===== config.mk =====
export PLATFORM = sky130hd
export DESIGN_NAME = msrv_32_store_unit
export DESIGN_NICKNAME = d
export VERILOG_FILES = /design/src/rtl/msrv_32_pkg.sv /design/src/rtl/msrv_32_store_lane_align.sv /design/src/rtl/msrv_32_store_unit.sv
export SDC_FILE = /design/constraint.sdc
export NUM_CORES = 1
export LEC_CHECK = 0
export CORE_MARGIN = 2
export CORE_UTILIZATION = 44
export DETAILED_ROUTE_END_ITERATION = 7
export PLACE_DENSITY_LB_ADDON = 0.25
export SLEW_MARGIN = 30
export SYNTH_ARGS = -nofsm -noshare
export SYNTH_HDL_FRONTEND = slang
export SYNTH_SLANG_ARGS = --single-unit

===== constraint.sdc =====
create_clock -name ms_risc32_mp_clk_in -period 2.19 [get_ports ms_risc32_mp_clk_in]
set_input_delay 0.438 -clock ms_risc32_mp_clk_in [delete_from_list [all_inputs] [get_ports ms_risc32_mp_clk_in]]
set_output_delay 0.438 -clock ms_risc32_mp_clk_in [all_outputs]
set_load 0.03 [all_outputs]

===== src/rtl/msrv_32_pkg.sv =====
// Shared types for the msrv_32 load/store path: size codes, AHB htrans codes
// and the store-unit FSM state encoding.
package msrv_32_pkg;

    typedef enum logic [1:0] {
        SIZE_BYTE   = 2'b00,
        SIZE_HALF   = 2'b01,
        SIZE_WORD   = 2'b10,
        SIZE_WORD_X = 2'b11
    } size_e;

    localparam logic [1:0] HTRANS_IDLE   = 2'b00;
    localparam logic [1:0] HTRANS_NONSEQ = 2'b10;

    typedef enum logic [1:0] {
        ST_IDLE = 2'b00,
        ST_ADDR = 2'b01,
        ST_DATA = 2'b10
    } state_e;

endpackage


===== src/rtl/msrv_32_store_lane_align.sv =====
// Byte-lane replication and strobe generation for stores.
// MSRV32_STORE_MISALIGN_TRAP_EN enables the misaligned-access flag.
module msrv_32_store_lane_align
    import msrv_32_pkg::*;
(
    input  logic [1:0]  size_in,
    input  logic [1:0]  offset_in,
    input  logic [31:0] data_in,
    output logic [31:0] data_out,
    output logic [3:0]  mask_out,
    output logic        misaligned_out
);

    size_e size;
    assign size = size_e'(size_in);

    always_comb begin
        data_out = data_in;
        mask_out = 4'b1111;
        unique case (size)
            SIZE_BYTE: begin
                data_out = {4{data_in[7:0]}};
                mask_out = 4'b0001 << offset_in;
            end
            SIZE_HALF: begin
                data_out = {2{data_in[15:0]}};
                mask_out = 4'b0011 << {offset_in[1], 1'b0};
            end
            default: ;
        endcase
    end

`ifdef MSRV32_STORE_MISALIGN_TRAP_EN
    always_comb begin
        misaligned_out = 1'b0;
        if (size == SIZE_HALF)
            misaligned_out = offset_in[0];
        else if (size != SIZE_BYTE)
            misaligned_out = |offset_in;
    end
`else
    assign misaligned_out = 1'b0;
`endif

endmodule


===== src/rtl/msrv_32_store_unit.sv =====
// AHB-lite store unit: IDLE -> ADDR -> DATA with stall timeout.
// Optional misalignment trap via MSRV32_STORE_MISALIGN_TRAP_EN.
module msrv_32_store_unit
    import msrv_32_pkg::*;
#(
    parameter int unsigned TIMEOUT_CYCLES = 255
) (
    input  logic        ms_risc32_mp_clk_in,
    input  logic        ms_risc32_mp_rst_in,
    input  logic        store_req_in,
    input  logic [1:0]  store_size_in,
    input  logic [31:0] iadder_in,
    input  logic [31:0] rs2_in,
    input  logic        ahb_ready_in,
    input  logic        ahb_resp_in,
    output logic [31:0] ms_risc32_mp_dmaddr_out,
    output logic [31:0] ms_risc32_mp_dmdata_out,
    output logic [3:0]  ms_risc32_mp_dmwr_mask_out,
    output logic        ms_risc32_mp_dmwr_req_out,
    output logic [1:0]  ahb_htrans_out,
    output logic        store_busy_out,
    output logic        store_done_out,
    output logic        store_err_out
);

    localparam logic [7:0] TIMEOUT_LIM = 8'(TIMEOUT_CYCLES);
    localparam bit         TIMEOUT_EN  = (TIMEOUT_CYCLES != 0);

    state_e      state_q, state_d;
    logic [31:0] addr_q, addr_d;
    logic [31:0] data_q, data_d;
    logic [3:0]  mask_q, mask_d;
    logic [7:0]  cnt_q, cnt_d;
    logic        done_q, done_d;
    logic        err_q, err_d;

    logic [31:0] lane_data;
    logic [3:0]  lane_mask;
    logic        lane_misaligned;
    logic [7:0]  cnt_inc;
    logic        stall_expired;

    msrv_32_store_lane_align u_lane (
        .size_in        (store_size_in),
        .offset_in      (iadder_in[1:0]),
        .data_in        (rs2_in),
        .data_out       (lane_data),
        .mask_out       (lane_mask),
        .misaligned_out (lane_misaligned)
    );

    assign cnt_inc       = (cnt_q == 8'hFF) ? cnt_q : cnt_q + 8'd1;
    assign stall_expired = TIMEOUT_EN && !ahb_ready_in && (cnt_inc == TIMEOUT_LIM);

    always_ff @(posedge ms_risc32_mp_clk_in or negedge ms_risc32_mp_rst_in) begin
        if (!ms_risc32_mp_rst_in)
            state_q <= ST_IDLE;
        else
            state_q <= state_d;
    end

    always_comb begin
        state_d = state_q;
        unique case (state_q)
            ST_IDLE: if (store_req_in && !lane_misaligned) state_d = ST_ADDR;
            ST_ADDR: begin
                if (ahb_ready_in)
                    state_d = ST_DATA;
                else if (stall_expired)
                    state_d = ST_IDLE;
            end
            ST_DATA: if (ahb_ready_in || stall_expired) state_d = ST_IDLE;
            default: state_d = ST_IDLE;
        endcase
    end

    // Stall counter restarts on every state change; idle keeps it at zero.
    always_comb begin
        addr_d = addr_q;
        data_d = data_q;
        mask_d = mask_q;
        cnt_d  = (state_d != state_q) ? 8'd0 : (ahb_ready_in ? cnt_q : cnt_inc);
        done_d = 1'b0;
        err_d  = 1'b0;
        unique case (state_q)
            ST_IDLE: begin
                cnt_d = 8'd0;
                if (store_req_in) begin
                    if (lane_misaligned) begin
                        err_d = 1'b1;
                    end else begin
                        addr_d = {iadder_in[31:2], 2'b00};
                        data_d = lane_data;
                        mask_d = lane_mask;
                    end
                end
            end
            ST_ADDR: err_d = stall_expired;
            ST_DATA: begin
                done_d = ahb_ready_in && !ahb_resp_in;
                err_d  = (ahb_ready_in && ahb_resp_in) || stall_expired;
            end
            default: ;
        endcase
    end

    always_ff @(posedge ms_risc32_mp_clk_in or negedge ms_risc32_mp_rst_in) begin
        if (!ms_risc32_mp_rst_in) begin
            addr_q <= '0;
            data_q <= '0;
            mask_q <= '0;
            cnt_q  <= '0;
            done_q <= 1'b0;
            err_q  <= 1'b0;
        end else begin
            addr_q <= addr_d;
            data_q <= data_d;
            mask_q <= mask_d;
            cnt_q  <= cnt_d;
            done_q <= done_d;
            err_q  <= err_d;
        end
    end

    always_comb begin
        ahb_htrans_out            = HTRANS_IDLE;
        ms_risc32_mp_dmwr_req_out = 1'b0;
        store_busy_out            = 1'b0;
        unique case (state_q)
            ST_ADDR: begin
                ahb_htrans_out            = HTRANS_NONSEQ;
                ms_risc32_mp_dmwr_req_out = 1'b1;
                store_busy_out            = 1'b1;
            end
            ST_DATA: store_busy_out = 1'b1;
            default: ;
        endcase
    end

    assign ms_risc32_mp_dmaddr_out    = addr_q;
    assign ms_risc32_mp_dmdata_out    = data_q;
    assign ms_risc32_mp_dmwr_mask_out = mask_q;
    assign store_done_out             = done_q;
    assign store_err_out              = err_q;

endmodule

==> results of run 1 <==
## power groups by stage
stage | clock network [mW] | logic [mW] | registers [mW]
4_1_cts | 1.18 | 4.15 | 2.42
3_3_place_gp | 0 | 4.08 | 2.42
3_5_place_dp | 0 | 4.15 | 2.45
5_1_grt | 1.25 | 4.37 | 2.50
6_report | 1.15 | 4.10 | 2.42
2_1_floorplan | 0 | 1.16 | 3.65
## per-layer routing
metal  vias up  share of wire, %  GRT usage [%]
met5         -                 0              0
met4         0              0.91           7.13
met1      1429                40           25.1
met3         6               8.9           7.74
li1       1413                 -              -
met2        96                50           33.3
## Yosys cell counts, drive strengths merged (2+ instances only)
library cell	count
inv	6
nor3	3
nand3	6
o31ai	3
a21oi	15
buf	13
a211oi	2
dfrtp	78
o21a	2
o21ai	33
ha	5
nand2	36
clkbuf	8
and3	3
mux2	38
xnor2	3
nor2b	4
mux2i	25
nor2	21
## final cells by class
class	count	area, sq um
flip-flops and latches	78	1950
repair buffers	150	1510
fillers	654	2700
multi-input cells	221	1570
clock inverters	5	63.8
clock buffers	11	151
inverters	6	22.5
well taps	105	131
## how the worst max path moves through the flow
stage,startpoint,to,cells past startpoint
final,state_q[1]$_DFF_PN0_,ms_risc32_mp_dmwr_req_out,3
after global routing,state_q[1]$_DFF_PN0_,ms_risc32_mp_dmwr_req_out,3
after CTS,state_q[1]$_DFF_PN0_,ahb_htrans_out[1],3
after detailed placement,state_q[1]$_DFF_PN0_,ahb_htrans_out[1],3
after global placement,state_q[1]$_DFF_PN0_,ahb_htrans_out[1],3
after floorplan,state_q[1]$_DFF_PN0_,cnt_q[1]$_DFFE_PN0P_,7
## cells by family (layout without fill, tap and decap cells)
family | count (synthesis) | after routing | synth area share [%]
AOI/OAI and AO/OA | 67 | 67 | 11.6
muxes | 63 | 63 | 18.7
adders and majority gates | 5 | 5 | 1.72
DFF | 78 | 78 | 53.7
buffers and inverters | 27 | 172 | 3.55
xor gates and xnor gates | 3 | 3 | 0.724
and+or+nand+nor | 80 | 80 | 9.89
other | 1 | 3 | 0.103
## state kept, by name, indices dropped and copies added (netlist names)
signal                      flops
ms_risc32_mp_dmwr_mask_out      4
store_done_out                  1
ms_risc32_mp_dmdata_out        32
store_err_out                   1
state_q                         2
ms_risc32_mp_dmaddr_out        30
cnt_q                           8
## critical path: cells and delay by family, from the launching register on
kind,cells,cell delay [ps]
adders and majority gates,1,320
buffers and inverters,2,580
DFF,1,450
## metrics by stage
stage | utilization (%) | cells
after floorplan | - | 326
after global placement | 64.1 | 560
after detailed placement | 64.1 | 560
after CTS | 66.7 | 576
after global routing | 66.7 | 576
final | 66.7 | 576
## placed cells by master (no fill, tap or decap), types with 2 or more instances in the layout
cell type,netlist,layout
a21oi_2,2,2
o31ai_1,3,3
buf_12,0,3
nand2_1,36,35
o21ai_0,32,32
inv_1,6,6
o21a_1,2,2
mux2i_1,25,25
mux2_2,38,38
xnor2_1,3,3
ha_1,5,5
and3_1,3,3
nor2_1,20,20
a211oi_1,2,2
nand3_1,5,5
clkbuf_8,0,11
dfrtp_1,78,78
inv_6,0,3
clkdlybuf4s50_1,0,137
buf_4,5,7
conb_1,1,3
nor2b_1,4,4
a21oi_1,13,13
nor3_1,3,3
## timing repair
| action | in CTS | in global routing |
|---|---|---|
| endpoints found under the setup margin | 3 | 2 |
| endpoints found under the hold margin | 0 | 0 |
| resized for setup | 3 | 3 |
| hold buffers | 0 | 0 |
==> results_dict.tcl, run 1 <==
set metrics [dict create \
    io_pins 145 \
    die_area_sq_mm 0.00900 \
    netlist_area_sq_mm 0.00363 \
    post_dp_cell_area_sq_mm 0.00519 \
    routabilityCongestion 0.856 \
    worst_slack_ps 75.8 \
    hold_ws_ps 75.8 \
    arrival_ps 1680 \
    grt_pass1_wl_um 14400 \
    grt_remaining_overflow 0 \
    power_mw 7.67 \
    drv_cap 0 \
    design.core.area_sq_mm 0.00809 \
    cts_buffers 9 \
    via_per_inst 5.11 \
    cts.path.max_buffers 2 \
    clkPwrFrac_pct 15.0 \
    p_leak_nw 2.29 \
    max_slew.worst_pin.slew_ps 568 \
    fin_tns_setup_ps 0 \
    p_sw_mw 3.19 \
    synth-edff-count 0 \
    rsz0062_at_grt "no" \
    syn_to_final_growth_pct 48.5 \
    worstPathCellList "inv_1 -> ha_1 -> clkdlybuf4s15_1" \
    grt_pass1_vias 2925 \
    r2r_slack_ps 110 \
    skew_ps 9.80 \
    required_ps 1750 \
    place_hpwl_um 6530 \
    grt_max_degree 53 \
    criticalPathCategory "reg2out" \
    ys_ff_latch 78 \
    peakVddDrop_mv 0.854 \
    status "finished clean" \
    diodes 0 \
    final_cell_area_sq_mm 0.00540 \
    synth_top_area_share_pct 53.7 \
    share_seq_of_total_power_pct 31.5 \
    vias 2944 \
    r2r-start "state_q[1]$_DFF_PN0_" \
    final-setup-viol-count 0 \
    post-route-period-util_pct 96.5 \
    postSynthCellCount 324 \
    synthFlopType "dfrtp_1" \
    post-route-drc-count 0 \
    r2r-end "cnt_q[6]$_DFFE_PN0P_" \
    clock-sinks 78 \
    cp_slowest_cell "dfrtp_1" \
    powerDensity_mw_per_mm2 1420 \
    async_flop_share_pct 100 \
    hold_class "in2async" \
    die_height_um 94.9 \
    clk_pin_slew_ps 90 \
    pwr-share-comb_pct 53.5 \
    max_stage_delay_ps 450 \
    wl_per_cell_um 15.2 \
    rows 33 \
    synthDistinctLibCells 45 \
    hold_violations 0 \
    layout-drive-gt1-share_pct 15.7 \
    insertion_delay_ps 340 \
    pre_cts_ws_ps 128 \
    cp-start-kind "flop" \
    r2r.worst_path.cells 7 \
    yosysTopAreaCell "dfrtp_1" \
    fin_nets 542 \
    power.internal_mw 4.48 \
    drv_slew 0 \
    crit_path_end_kind "primary output" \
    post-cts-setup-buffer-count 0 \
    synthTopCellsByArea "dfrtp_1, mux2_2, mux2i_1" \
    fin_crit_ps 2110 \
    tritoncts "yes" \
    h-tree-depth 3 \
    antenna_found_initial 0 \
    grtUsageTotal_pct 20.5 \
    dr.first_iter.drc_count 103 \
    root_buffer "clkbuf_8" \
    totalWireLength_um 8760 \
    avgSynthCellArea_sq_um 11.2 \
    postRouteAntennaNets 0 \
    initial_core_util_pct 44.9 \
    fmax_mhz 473 \
    dieWidth_um 94.9 \
    power_switching_share_pct 41.5 \
    synth_seq_area_share_pct 53.7 \
    critPathMaxFanout 8 \
    ys.warnings.count 0 \
    firstDrtPassIters 4 \
    relSlewSlack_pct 62.1 \
    io_buffers 141 \
]
(Power assumes the default switching activity.)
==> run 2: changes to the inputs <==
--- a/constraint.sdc
+++ b/constraint.sdc
@@ -3,2 +3,2 @@
 set_output_delay 0.438 -clock ms_risc32_mp_clk_in [all_outputs]
-set_load 0.03 [all_outputs]
+set_load 0.1 [all_outputs]
==> run 2 against run 1 <==
Via count increased by 0.17%. Die area is the same. Worst hold slack got worse by 3.4 ps. Cell count is the same. Largest cell class unchanged. Highest routed layer unchanged.
==> results_dict.tcl, run 2 (same netlist as run 1, synthesis figures left out) <==
set metrics [dict create \
    status "finished clean" \
    fin_nets 542 \
    cts_resized 0 \
    required_ps 2420 \
    clock-sinks 78 \
    grt_max_degree 44 \
    r2r.worst_path.cells 6 \
    arrival_ps 2200 \
    hold_violations 0 \
    syn_to_final_growth_pct 44.8 \
    via_per_inst 5.12 \
    grt_remaining_overflow 0 \
    cts_hold_buffers 0 \
    cp_slowest_cell "dfrtp_1" \
    skew_ps 12.6 \
    worstPathCellList "ha_1 -> nand4_1 -> nor2_1 -> a32o_1 -> a311o_4 -> nor2_1" \
    max_slew.worst_pin.slew_ps 552 \
    grtUsageTotal_pct 19.9 \
    cp-start-kind "flop" \
    drv_slew 0 \
    postRouteAntennaNets 0 \
    grt_pass1_wl_um 13800 \
    diodes 0 \
    rsz0062_at_grt "no" \
    firstDrtPassIters 4 \
    insertion_delay_ps 350 \
    grt_pass1_vias 2943 \
    die_area_sq_mm 0.00900 \
    r2r-end "cnt_q[6]$_DFFE_PN0P_" \
    pre_cts_ws_ps 218 \
    dieWidth_um 94.9 \
    dr.first_iter.drc_count 102 \
    largest_reg_flops 32 \
    r2r_slack_ps 220 \
    vias 2949 \
    design.core.area_sq_mm 0.00809 \
    cts_buffers 9 \
    tritoncts "yes" \
    crit_path_end_kind "flop" \
    totalWireLength_um 8460 \
    relSlewSlack_pct 63.2 \
    cp.depth 6 \
    post-route-drc-count 0 \
    die_height_um 94.9 \
    r2r-start "cnt_q[0]$_DFFE_PN0P_" \
    io_pins 145 \
    rows 33 \
    cts.path.max_buffers 2 \
    worst_slack_ps 218 \
    clk_pin_slew_ps 80 \
    hold_class "in2async" \
    crit_path_frequent_cell "nor2_1" \
    initial_core_util_pct 44.9 \
    layout_common_cells "dfrtp_1, buf_4, clkdlybuf4s50_1" \
    criticalPathCategory "reg2reg" \
    post-route-period-util_pct 90.0 \
    max_stage_delay_ps 480 \
    fmax_mhz 507 \
    cp_top_family "simple AND/OR/NAND/NOR gates" \
    io_buffers 141 \
    mostFrequentLayoutCell "dfrtp_1" \
    place_hpwl_um 6380 \
    wl_per_cell_um 14.7 \
    final-setup-viol-count 0 \
    antenna_found_initial 0 \
    critPathMaxFanout 8 \
    fin_tns_setup_ps 0 \
    layout-drive-gt1-share_pct 30.6 \
    routabilityCongestion 0.866 \
    root_buffer "clkbuf_8" \
    fillers 648 \
    drv_cap 0 \
    crit_buf_inv 0 \
    post-cts-setup-buffer-count 0 \
    fin_crit_ps 1970 \
    h-tree-depth 3 \
]
-- run 2: cell types whose count changed in the layout (fill, tap and decap cells not counted), moves of 2 or more --
cell,delta
clkbuf_8,-2
buf_12,+4
buf_4,+67
clkdlybuf4s50_1,-68
inv_6,-2
clkinv_4,+2
-- run 2: routing by layer --
metal	share of wire [%]	GRT usage, %	wire length [um]
met3	9.6	7.74	808
met1	41	24.1	3450
met5	0	0	0
met2	48	32.0	4060
met4	1.7	7.97	144
-- run 2: worst max path at each step --
stage / from / to
global route: state_q[1]$_DFF_PN0_ / cnt_q[5]$_DFFE_PN0P_
global placement: ahb_ready_in / cnt_q[3]$_DFFE_PN0P_
floorplan: state_q[1]$_DFF_PN0_ / cnt_q[1]$_DFFE_PN0P_
CTS: cnt_q[0]$_DFFE_PN0P_ / cnt_q[6]$_DFFE_PN0P_
detailed placement: ahb_ready_in / cnt_q[5]$_DFFE_PN0P_
finish: cnt_q[0]$_DFFE_PN0P_ / cnt_q[6]$_DFFE_PN0P_
-- run 2: cell type report --
| class | count | area (sq um) | share of cell area [%] |
|---|---|---|---|
| Tap cell | 105 | 131 | 2.50 |
| Timing Repair Buffer | 150 | 1390 | 26.4 |
| Clock buffer | 10 | 128 | 2.43 |
| Multi-Input combinational cell | 221 | 1570 | 29.8 |
| Inverter | 6 | 22.5 | 0.428 |
| Clock inverter | 6 | 71.3 | 1.36 |
| Sequential cell | 78 | 1950 | 37.1 |
-- run 2: metrics by stage --
step	std cells	utilization [%]	hold slack, ps	area (sq um)
after floorplan	326	-	142	3640
after global placement	560	62.5	460	5060
after detailed placement	560	62.5	464	5060
after CTS	576	65.0	83.1	5260
after global routing	576	65.0	107	5260
final	576	65.0	72.4	5260
Power of run 2 is not shown: default switching activity piles up to over one toggle a cycle in this logic, so the estimate is an artifact.
==> run 3: changes to the inputs <==
Settings changed: CELL_PAD_IN_SITES_DETAIL_PLACEMENT set to 1, CELL_PAD_IN_SITES_GLOBAL_PLACEMENT set to 1, CORE_UTILIZATION 44 to 33.
==> run 3 against run 2 <==
Sequential share of layout area shrank 0.54 points. Cell count grew 6.8%. Register-to-register slack got worse by 70 ps. Clock skew down 1.0 ps. Core utilization shrank 16 points. Flip-flop and latch count stayed put. Count of clock-buffer cells in the layout up 1.
==> results_dict.tcl, run 3 (same netlist as run 1, synthesis figures left out) <==
set metrics [dict create \
    status "finished clean" \
    rsz0062_at_grt "no" \
    fin_cells 615 \
    post-route-period-util_pct 93.2 \
    cp-start-kind "flop" \
    grtUsageTotal_pct 18.6 \
    rows 38 \
    diodes 0 \
    mostFrequentLayoutCell "buf_4" \
    max_stage_delay_ps 450 \
    drv_slew 0 \
    routabilityCongestion 0.859 \
    grt_pass1_wl_um 16900 \
    criticalPathCategory "reg2reg" \
    tritoncts "yes" \
    die_height_um 109 \
    r2r_slack_ps 150 \
    postRouteAntennaNets 0 \
    wl_per_cell_um 17.0 \
    layout-drive-gt1-share_pct 31.4 \
    fin_crit_ps 2040 \
    arrival_ps 2310 \
    grt_pass1_vias 3297 \
    hold_violations 0 \
    dr.first_iter.drc_count 67 \
    crit_buf_inv 1 \
    skew_ps 11.6 \
    worstPathCellList "inv_1 -> ha_2 -> or3b_1 -> o21ai_0 -> a221o_1 -> a311o_4 -> nor2_1" \
    dieWidth_um 109 \
    crit_start "state_q[1]$_DFF_PN0_" \
    via_per_inst 4.89 \
    largest_reg_flops 32 \
    totalWireLength_um 10400 \
    die_area_sq_mm 0.0119 \
    antenna_found_initial 0 \
    max_slew.worst_pin.slew_ps 533 \
    required_ps 2460 \
    dp_cells 599 \
    final-setup-viol-count 0 \
    fin_nets 546 \
    cts.path.max_buffers 2 \
    cts_hold_buffers 0 \
    firstDrtPassIters 6 \
    io_buffers 141 \
    post-cts-setup-buffer-count 0 \
    r2r-end "cnt_q[5]$_DFFE_PN0P_" \
    fillers 1168 \
    place_hpwl_um 7930 \
    r2r-start "state_q[1]$_DFF_PN0_" \
    cts_buffers 9 \
    grt_remaining_overflow 0 \
    design.core.area_sq_mm 0.0108 \
    cp_top_family "compound AO/OA/AOI/OAI gates" \
    grt_max_degree 41 \
    syn_to_final_growth_pct 47.0 \
    post-route-drc-count 0 \
    drv_cap 0 \
    h-tree-depth 3 \
    cp.depth 7 \
    cp-endpoint "cnt_q[5]$_DFFE_PN0P_" \
    initial_core_util_pct 33.7 \
    cts_resized 0 \
    cp_slowest_cell "dfrtp_1" \
    fin_tns_setup_ps 0 \
    pre_cts_ws_ps 169 \
    clock-sinks 78 \
    layout_common_cells "buf_4, dfrtp_1, clkdlybuf4s50_1" \
    insertion_delay_ps 350 \
    worst_slack_ps 149 \
    r2r.worst_path.cells 7 \
    relSlewSlack_pct 64.4 \
    clk_pin_slew_ps 90 \
    root_buffer "clkbuf_8" \
    crit_path_end_kind "flop" \
    io_pins 145 \
    vias 3008 \
    fmax_mhz 490 \
    critPathMaxFanout 8 \
    hold_class "in2async" \
]
-- run 3: how the worst min path moves through the flow --
stage | end | slack (ps)
2_1_floorplan | cnt_q[0]$_DFFE_PN0P_ | 140
3_3_place_gp | ms_risc32_mp_dmwr_mask_out[3]$_DFFE_PN0P_ | 450
3_5_place_dp | ms_risc32_mp_dmwr_mask_out[3]$_DFFE_PN0P_ | 460
4_1_cts | ms_risc32_mp_dmwr_mask_out[3]$_DFFE_PN0P_ | 60
5_1_grt | ms_risc32_mp_dmwr_mask_out[3]$_DFFE_PN0P_ | 70
6_report | ms_risc32_mp_dmwr_mask_out[3]$_DFFE_PN0P_ | 50
-- run 3: metrics by stage --
stage          hold WS (ps)  utilization, %  instance area [sq um]
6_report               51.5            49.5                   5340
5_1_grt                66.8            49.5                   5340
4_1_cts                59.9            49.5                   5340
3_5_place_dp            457            47.5                   5120
3_3_place_gp            452            47.5                   5120
2_1_floorplan           142               -                   3640
-- run 3: layout make-up --
type / instances / area [sq um] / share of cell area [%]
tap: 140 / 175 / 3.28
multi-input combinational: 221 / 1570 / 29.4
inverter: 6 / 22.5 / 0.422
clock inverter: 5 / 63.8 / 1.20
timing repair buffer: 154 / 1400 / 26.3
sequential: 78 / 1950 / 36.6
clock buffer: 11 / 151 / 2.84
-- run 3: per-layer routing --
| layer | part of all wire [%] | wire length (um) | track usage, % | vias to the layer above |
|---|---|---|---|---|
| met5 | 0 | 0 | 0 | - |
| met4 | 0.77 | 80 | 4.67 | 0 |
| met3 | 8.5 | 891 | 7.35 | 6 |
| met2 | 50 | 5220 | 31.5 | 101 |
| met1 | 41 | 4250 | 22.0 | 1477 |
| li1 | - | - | - | 1424 |
Power of run 3 is left out for the same reason.
